[src/rtl/cpu16_bus_pkg.sv]
// Shared CPU16 bus definitions: address map, region/state encodings, IO command payload.
package cpu16_bus_pkg;

   localparam int unsigned ADDR_W = 16;
   localparam int unsigned DATA_W = 16;
   localparam int unsigned MEM_AW = 15;
   localparam int unsigned IO_AW  = 12;
   localparam int unsigned CNT_W  = 4;

   localparam logic [ADDR_W-1:0] RAM_BASE = 16'h0000;
   localparam logic [ADDR_W-1:0] ROM_BASE = 16'h8000;
   localparam logic [ADDR_W-1:0] IO_BASE  = 16'hF000;

   localparam logic [DATA_W-1:0] IO_ABORT_DATA = 16'hFFFF;

   typedef enum logic [1:0] {
      REG_RAM,
      REG_ROM,
      REG_IO
   } region_e;

   typedef enum logic [1:0] {
      ST_IDLE,
      ST_ROM_WAIT,
      ST_IO_REQ,
      ST_IO_DONE
   } state_e;

   typedef struct packed {
      logic [IO_AW-1:0]  addr;
      logic [DATA_W-1:0] wdata;
      logic              we;
   } io_cmd_t;

endpackage

[src/rtl/cpu16_mem_ctrl_if.sv]
// CPU-side bus of the CPU16 memory controller.
interface cpu16_mem_ctrl_if;
   import cpu16_bus_pkg::*;

   logic [ADDR_W-1:0] cpu_address;
   logic [DATA_W-1:0] cpu_data_out;
   logic              cpu_write;
   logic [DATA_W-1:0] cpu_data_in;
   logic              cpu_hold;

   modport master (
      output cpu_address, cpu_data_out, cpu_write,
      input  cpu_data_in, cpu_hold
   );

   modport slave (
      input  cpu_address, cpu_data_out, cpu_write,
      output cpu_data_in, cpu_hold
   );

endinterface

[src/rtl/cpu16_addr_decode.sv]
// Combinational CPU16 address-to-region decode.
module cpu16_addr_decode
   import cpu16_bus_pkg::*;
(
   input  logic [ADDR_W-1:0] addr,
   output region_e           region_c
);

   always_comb begin
      region_c = REG_RAM;
      if (addr >= IO_BASE) begin
         region_c = REG_IO;
      end else if (addr >= ROM_BASE) begin
         region_c = REG_ROM;
      end
   end

endmodule

[src/rtl/cpu16_mem_ctrl.sv]
// CPU16 memory/bus controller: RAM/ROM/IO decode, ROM wait states, IO handshake.
// Optional IO timeout abort enabled by defining IO_TIMEOUT_EN.
module cpu16_mem_ctrl
   import cpu16_bus_pkg::*;
#(
   parameter int unsigned ROM_WAIT = 1
`ifdef IO_TIMEOUT_EN
   ,
   parameter int unsigned IO_TIMEOUT = 255
`endif
)(
   input  logic              clk,
   input  logic              reset,
   cpu16_mem_ctrl_if.slave   cpu,
   output logic [MEM_AW-1:0] ram_addr,
   output logic [DATA_W-1:0] ram_wdata,
   output logic              ram_we,
   input  logic [DATA_W-1:0] ram_rdata,
   output logic [MEM_AW-1:0] rom_addr,
   input  logic [DATA_W-1:0] rom_rdata,
   output logic [IO_AW-1:0]  io_addr,
   output logic [DATA_W-1:0] io_wdata,
   output logic              io_we,
   output logic              io_req,
   input  logic              io_ack,
   input  logic [DATA_W-1:0] io_rdata,
   output logic              bus_err
);

   localparam logic [CNT_W-1:0] ROM_LOAD = (ROM_WAIT == 0) ? '0 : CNT_W'(ROM_WAIT - 1);

   state_e            state, next_state;
   region_e           region;
   logic [CNT_W-1:0]  rom_cnt, rom_cnt_nxt;
   io_cmd_t           io_cmd;
   logic [DATA_W-1:0] io_data;
   logic              hold_c;
   logic [DATA_W-1:0] data_in_c;
   logic              io_latch_c;
   logic              io_cap_c;
   logic              io_timeout_c;
   logic              to_expired_c;

   cpu16_addr_decode u_decode (
      .addr     (cpu.cpu_address),
      .region_c (region)
   );

   assign ram_addr  = MEM_AW'(cpu.cpu_address - RAM_BASE);
   assign ram_wdata = cpu.cpu_data_out;
   assign rom_addr  = MEM_AW'(cpu.cpu_address - ROM_BASE);
   assign io_addr   = io_cmd.addr;
   assign io_wdata  = io_cmd.wdata;
   assign io_we     = io_cmd.we;

   assign cpu.cpu_hold    = hold_c;
   assign cpu.cpu_data_in = data_in_c;

   // Next-state and bus-cycle outputs; reset low forces hold and write strobe off
   always_comb begin
      next_state   = state;
      rom_cnt_nxt  = rom_cnt;
      hold_c       = 1'b0;
      data_in_c    = ram_rdata;
      ram_we       = 1'b0;
      io_latch_c   = 1'b0;
      io_cap_c     = 1'b0;
      io_timeout_c = 1'b0;
      case (state)
         ST_IDLE: begin
            case (region)
               REG_RAM: begin
                  data_in_c = ram_rdata;
                  ram_we    = cpu.cpu_write;
               end
               REG_ROM: begin
                  data_in_c = rom_rdata;
                  if (!cpu.cpu_write && (ROM_WAIT != 0)) begin
                     hold_c      = 1'b1;
                     rom_cnt_nxt = ROM_LOAD;
                     next_state  = ST_ROM_WAIT;
                  end
               end
               REG_IO: begin
                  hold_c     = 1'b1;
                  io_latch_c = 1'b1;
                  next_state = ST_IO_REQ;
               end
               default: ;
            endcase
         end
         ST_ROM_WAIT: begin
            data_in_c = rom_rdata;
            if (rom_cnt != '0) begin
               hold_c      = 1'b1;
               rom_cnt_nxt = rom_cnt - 1'b1;
            end else begin
               next_state = ST_IDLE;
            end
         end
         ST_IO_REQ: begin
            hold_c    = 1'b1;
            data_in_c = io_data;
            if (io_ack) begin
               io_cap_c   = 1'b1;
               next_state = ST_IO_DONE;
            end else if (to_expired_c) begin
               io_timeout_c = 1'b1;
               next_state   = ST_IO_DONE;
            end
         end
         ST_IO_DONE: begin
            data_in_c  = io_data;
            next_state = ST_IDLE;
         end
         default: next_state = ST_IDLE;
      endcase
      if (!reset) begin
         hold_c = 1'b0;
         ram_we = 1'b0;
      end
   end

   always_ff @(posedge clk) begin
      if (!reset) begin
         state   <= ST_IDLE;
         rom_cnt <= '0;
         io_req  <= 1'b0;
         io_cmd  <= '0;
         io_data <= '0;
      end else begin
         state   <= next_state;
         rom_cnt <= rom_cnt_nxt;
         io_req  <= (next_state == ST_IO_REQ);
         if (io_latch_c) begin
            io_cmd <= '{addr:  IO_AW'(cpu.cpu_address - IO_BASE),
                        wdata: cpu.cpu_data_out,
                        we:    cpu.cpu_write};
         end
         // Write completions return zero to the CPU
         if (io_cap_c) begin
            io_data <= io_cmd.we ? '0 : io_rdata;
         end else if (io_timeout_c) begin
            io_data <= IO_ABORT_DATA;
         end
      end
   end

`ifdef IO_TIMEOUT_EN
   localparam int unsigned TO_W = (IO_TIMEOUT < 2) ? 1 : $clog2(IO_TIMEOUT);
   localparam logic [TO_W-1:0] TO_LAST = TO_W'(IO_TIMEOUT - 1);

   logic [TO_W-1:0] to_cnt;
   logic            bus_err_q;

   assign to_expired_c = (to_cnt == TO_LAST);
   assign bus_err      = bus_err_q;

   // Timeout counter runs only while a request is outstanding; error is sticky
   always_ff @(posedge clk) begin
      if (!reset) begin
         to_cnt    <= '0;
         bus_err_q <= 1'b0;
      end else begin
         if (state == ST_IO_REQ) begin
            to_cnt <= to_cnt + 1'b1;
         end else begin
            to_cnt <= '0;
         end
         if (io_timeout_c) begin
            bus_err_q <= 1'b1;
         end
      end
   end
`else
   assign to_expired_c = 1'b0;
   assign bus_err      = 1'b0;
`endif

endmodule

[src/flat_wrapper.sv]
// flat-port wrapper written by rule: the top's interface ports become plain ports
module cpu16_mem_ctrl_flat import cpu16_bus_pkg::*;
#(
   parameter int unsigned ROM_WAIT = 1

)
  (clk, reset, ram_addr, ram_wdata, ram_we, ram_rdata, rom_addr, rom_rdata, io_addr, io_wdata, io_we, io_req, io_ack, io_rdata, bus_err, cpu_cpu_address, cpu_cpu_data_out, cpu_cpu_write, cpu_cpu_data_in, cpu_cpu_hold);
  cpu16_mem_ctrl_if cpu_i ();
  input  logic clk;
  input  logic reset;
  output logic [MEM_AW-1:0] ram_addr;
  output logic [DATA_W-1:0] ram_wdata;
  output logic ram_we;
  input  logic [DATA_W-1:0] ram_rdata;
  output logic [MEM_AW-1:0] rom_addr;
  input  logic [DATA_W-1:0] rom_rdata;
  output logic [IO_AW-1:0] io_addr;
  output logic [DATA_W-1:0] io_wdata;
  output logic io_we;
  output logic io_req;
  input  logic io_ack;
  input  logic [DATA_W-1:0] io_rdata;
  output logic bus_err;
  input wire logic [$bits(cpu_i.cpu_address)-1:0] cpu_cpu_address;
  input wire logic [$bits(cpu_i.cpu_data_out)-1:0] cpu_cpu_data_out;
  input wire logic [$bits(cpu_i.cpu_write)-1:0] cpu_cpu_write;
  output wire logic [$bits(cpu_i.cpu_data_in)-1:0] cpu_cpu_data_in;
  output wire logic [$bits(cpu_i.cpu_hold)-1:0] cpu_cpu_hold;
  assign cpu_i.cpu_address = cpu_cpu_address;
  assign cpu_i.cpu_data_out = cpu_cpu_data_out;
  assign cpu_i.cpu_write = cpu_cpu_write;
  assign cpu_cpu_data_in = cpu_i.cpu_data_in;
  assign cpu_cpu_hold = cpu_i.cpu_hold;
  cpu16_mem_ctrl #(.ROM_WAIT(ROM_WAIT)) u_core (.clk(clk), .reset(reset), .cpu(cpu_i), .ram_addr(ram_addr), .ram_wdata(ram_wdata), .ram_we(ram_we), .ram_rdata(ram_rdata), .rom_addr(rom_addr), .rom_rdata(rom_rdata), .io_addr(io_addr), .io_wdata(io_wdata), .io_we(io_we), .io_req(io_req), .io_ack(io_ack), .io_rdata(io_rdata), .bus_err(bus_err));
endmodule
[config.mk]
export PLATFORM = sky130hd
export DESIGN_NAME = cpu16_mem_ctrl_flat
export DESIGN_NICKNAME = d
export VERILOG_FILES = /design/src/rtl/cpu16_bus_pkg.sv /design/src/rtl/cpu16_mem_ctrl_if.sv /design/src/rtl/cpu16_addr_decode.sv /design/src/rtl/cpu16_mem_ctrl.sv /design/src/flat_wrapper.sv
export SDC_FILE = /design/constraint.sdc
export NUM_CORES = 1
export LEC_CHECK = 0
export CORE_UTILIZATION = 35
export CTS_CLUSTER_SIZE = 20
export DETAILED_ROUTE_END_ITERATION = 7
export PLACE_DENSITY = 0.82
export REMOVE_ABC_BUFFERS = 1
export SLEW_MARGIN = 20
export SYNTH_ARGS = -nofsm -noshare
export SYNTH_HDL_FRONTEND = slang
export SYNTH_SLANG_ARGS = --single-unit
[constraint.sdc]
create_clock -name clk -period 1.64 [get_ports clk]
set_clock_uncertainty 0.05 [all_clocks]
set_input_delay 0.328 -clock clk [delete_from_list [all_inputs] [get_ports clk]]
set_output_delay 0.328 -clock clk [all_outputs]
set_load 0.02 [all_outputs]
==> impl_metrics.py <==
metrics = {
    "global_routing": {
        "grtUsageTotal": 0.197,
        "grt_overflow": 0,
        "grt_pass1_wl_mm": 14.1,
        "antenna_found_initial": 0,
        "grt_max_degree": 68,
        "grt_pass1_vias": 3143,
    },
    "flow_run": {
        "cap_violations": 0,
    },
    "floorplan": {
        "start_util": 0.367,
        "design.portCount": 179,
        "die_area_sq_mm": 0.00913,
        "die_x_um": 95.6,
        "core_area_sq_mm": 0.00834,
        "rows": 33,
        "die_y_um": 95.6,
    },
    "yosys": {
        "synth_area_leaders": "dfxtp_1 34%, buf_4 12%, nand2_1 11%, mux2i_1 10%, nand4b_1 4.9%",
        "synthTopCellsByCount": "92 x nand2_1, 52 x dfxtp_1, 49 x buf_4",
        "synth_edf_count": 0,
        "synth_top_area_cell": "dfxtp_1",
        "yosysWarnings": 0,
        "synth_cells": 370,
        "syn_area_sq_mm": 0.00306,
        "ys_ff_latch": 52,
        "synth.distinct_cells": 36,
        "avgSynthCellArea_sq_um": 8.28,
        "synth_async_sr_flop_share": 0,
        "yosysSeqAreaShare": 0.340,
        "synth.most_common_cell": "nand2_1",
        "yosys.area.top_type_share": 0.340,
        "synthFlopType": "dfxtp_1",
    },
    "critical_path": {
        "arrival_ns": 1.49,
        "critPathSlowestCell": "dfxtp_2",
        "path_buf_inv": 1,
        "cpLargestDelayFamily": "simple AND/OR/NAND/NOR gates",
        "cp_num_cells": 4,
        "slowest_delay_ns": 0.34,
        "path_cells": "or2_4 > and2_4 > o211ai_1 > buf_4",
        "worstSetupPathType": "flop to output port",
        "rr_endpoint": "u_core.rom_cnt[1]$_SDFFE_PN0P_",
        "path_max_fanout": 16,
        "timing.rr.start": "u_core.state[1]$_SDFF_PN0_",
        "crit_required_ns": 1.26,
        "r2r_cells": 4,
        "ff2ff_setup_slack_ns": 0.03,
        "cp-start-kind": "flop",
        "end_kind": "output port",
    },
    "sta": {
        "tightest_slew_ns": 0.617,
        "hold_viol_final": 0,
        "grt_setup_unrepaired": "true",
        "timing.slew.headroom": 0.589,
        "slew_viol_final": 0,
        "fin_crit_sh": 1.14,
        "min_period_ns": 1.87,
        "tns_ns": -3.28,
        "clock.fmax_ghz": 0.535,
        "finalSetupViolCount": 17,
        "setup_ws_ns": -0.228,
        "timing.hold.ws_ns": 0.406,
    },
    "worst_hold_path": {
        "hp-class": "flop to flop",
        "worstHoldStart": "u_core.io_wdata[10]$_SDFFE_PN0P_",
        "min_to": "u_core.io_wdata[10]$_SDFFE_PN0P_",
        "holdPathStages": 2,
    },
    "finish": {
        "areaGrowthSynthToFinish_pct": 57.0,
        "design_area_sq_mm": 0.00481,
        "fin_cells": 617,
        "fill_cells": 792,
        "final_util": 0.577,
        "fin_nets": 598,
        "antenna_cells": 0,
        "drive_gt1_frac": 0.154,
    },
    "placement": {
        "gp_congestion": 0.749,
        "place_area_sq_mm": 0.00476,
        "pre_cts_ws_ns": -0.953,
        "hpwl_mm": 6.69,
        "dp.cells": 608,
        "port_buffers": 177,
    },
    "drt": {
        "post-route-drc-count": 0,
        "drt-pass1-iter-count": 4,
        "wirelength_mm": 8.98,
        "wire_per_inst_um": 14.6,
        "dr_total_vias": 3007,
        "vias_per_cell": 4.87,
        "route.antenna.remaining_nets": 0,
        "drtIter0Drc": 68,
    },
    "power": {
        "leakage_nw": 2.09,
        "finalPower_mw": 2.95,
        "power_density_mw_per_mm2": 614,
        "vdd_drop_max_mv": 0.353,
    },
    "clock_network": {
        "cts-root-buf": "clkbuf_8",
        "numCtsBuffers": 5,
        "cts_tree": "built",
        "htreeDepth": 2,
        "clock_sinks": 52,
        "clk_latency_ns": 0.30,
        "clkTransAtPathRegs_ns": 0.10,
        "holdBufCountCts": 0,
        "cts_buffer_depth": 2,
    },
    "status": {
        "outcome": "finished, violations left",
        "violations": "setup timing",
    },
}
final cells by class:
class / instances / area, sq um / share of cell area
well taps: 105 / 131 / 0.0273
clock buffers: 7 / 96.3 / 0.0200
flip-flops and latches: 52 / 1050 / 0.217
inverters: 4 / 15.0 / 0.00312
repair buffers: 210 / 1950 / 0.405
multi-input cells: 239 / 1570 / 0.327
timing repair:
action,4_1_cts,5_1_grt
pin swaps,7,5
setup endpoints to repair,113,28
setup buffers,3,0
gates resized for setup,184,13
worst min-delay path, stage by stage (launching register included):
cell	delay (ns)
dfxtp_1	0.32
nand2_1	0.05
mux2i_1	0.05
logic make-up after synthesis:
family | after synthesis | share of synthesized area
other cells | 1 | 0.00122
buf+inv | 79 | 0.166
simple gates | 161 | 0.279
mux | 32 | 0.105
fa+ha+maj | 2 | 0.00817
flops | 52 | 0.340
compound gates | 43 | 0.101
flip-flops by register name, summed over array words and instances (netlist names):
register         cells
u_core.io_addr      12
u_core.io_data      16
u_core.io_req        1
u_core.io_wdata     16
u_core.io_we         1
u_core.rom_cnt       4
u_core.state         2
routing by layer:
| metal | track usage | wire length (um) | share of wire | up-vias |
|---|---|---|---|---|
| li1 | - | - | - | 1483 |
| met1 | 0.204 | 3490 | 0.39 | 1378 |
| met2 | 0.374 | 4590 | 0.51 | 136 |
| met3 | 0.0630 | 778 | 0.087 | 10 |
| met4 | 0.0634 | 122 | 0.014 | 0 |
| met5 | 0 | 0 | 0 | - |
power breakdown:
part | internal (mW) | switching [mW] | leakage [nW] | total [mW]
clock | 0.377 | 0.419 | 0.0503 | 0.796
sequential | 1.29 | 0.0124 | 0.422 | 1.30
combinational | 0.446 | 0.414 | 1.61 | 0.860
cell usage in the layout (no fill, tap or decap), drive strengths merged, types with 2 or more instances in the layout:
cell           instances
nand2                 92
o211ai                16
or4                    2
o21ai                  4
nor2b                  2
nand3b                18
inv                    4
clkbuf                 7
dlygate4sd2           65
dfxtp                 52
clkdlybuf4s50         83
nor3b                  3
ha                     2
nand2b                17
mux2i                 31
dlymetal6s2s           7
buf                   54
nand4b                17
a21oi                  3
a21boi                17
how the worst max path moves through the flow:
stage | slack (ns) | endpoint | start
6_report | -0.23 | cpu_cpu_data_in[10] | u_core.state[0]$_SDFF_PN0_
5_1_grt | -0.28 | cpu_cpu_data_in[10] | u_core.state[0]$_SDFF_PN0_
4_1_cts | -0.23 | cpu_cpu_data_in[10] | u_core.state[0]$_SDFF_PN0_
3_5_place_dp | -0.95 | cpu_cpu_data_in[10] | cpu_cpu_address[15]
3_3_place_gp | -0.91 | cpu_cpu_data_in[10] | cpu_cpu_address[15]
2_1_floorplan | -2.51 | u_core.io_addr[0]$_SDFFE_PN0P_ | u_core.state[1]$_SDFF_PN0_
No activity file was read; power rests on OpenSTA's default activity.
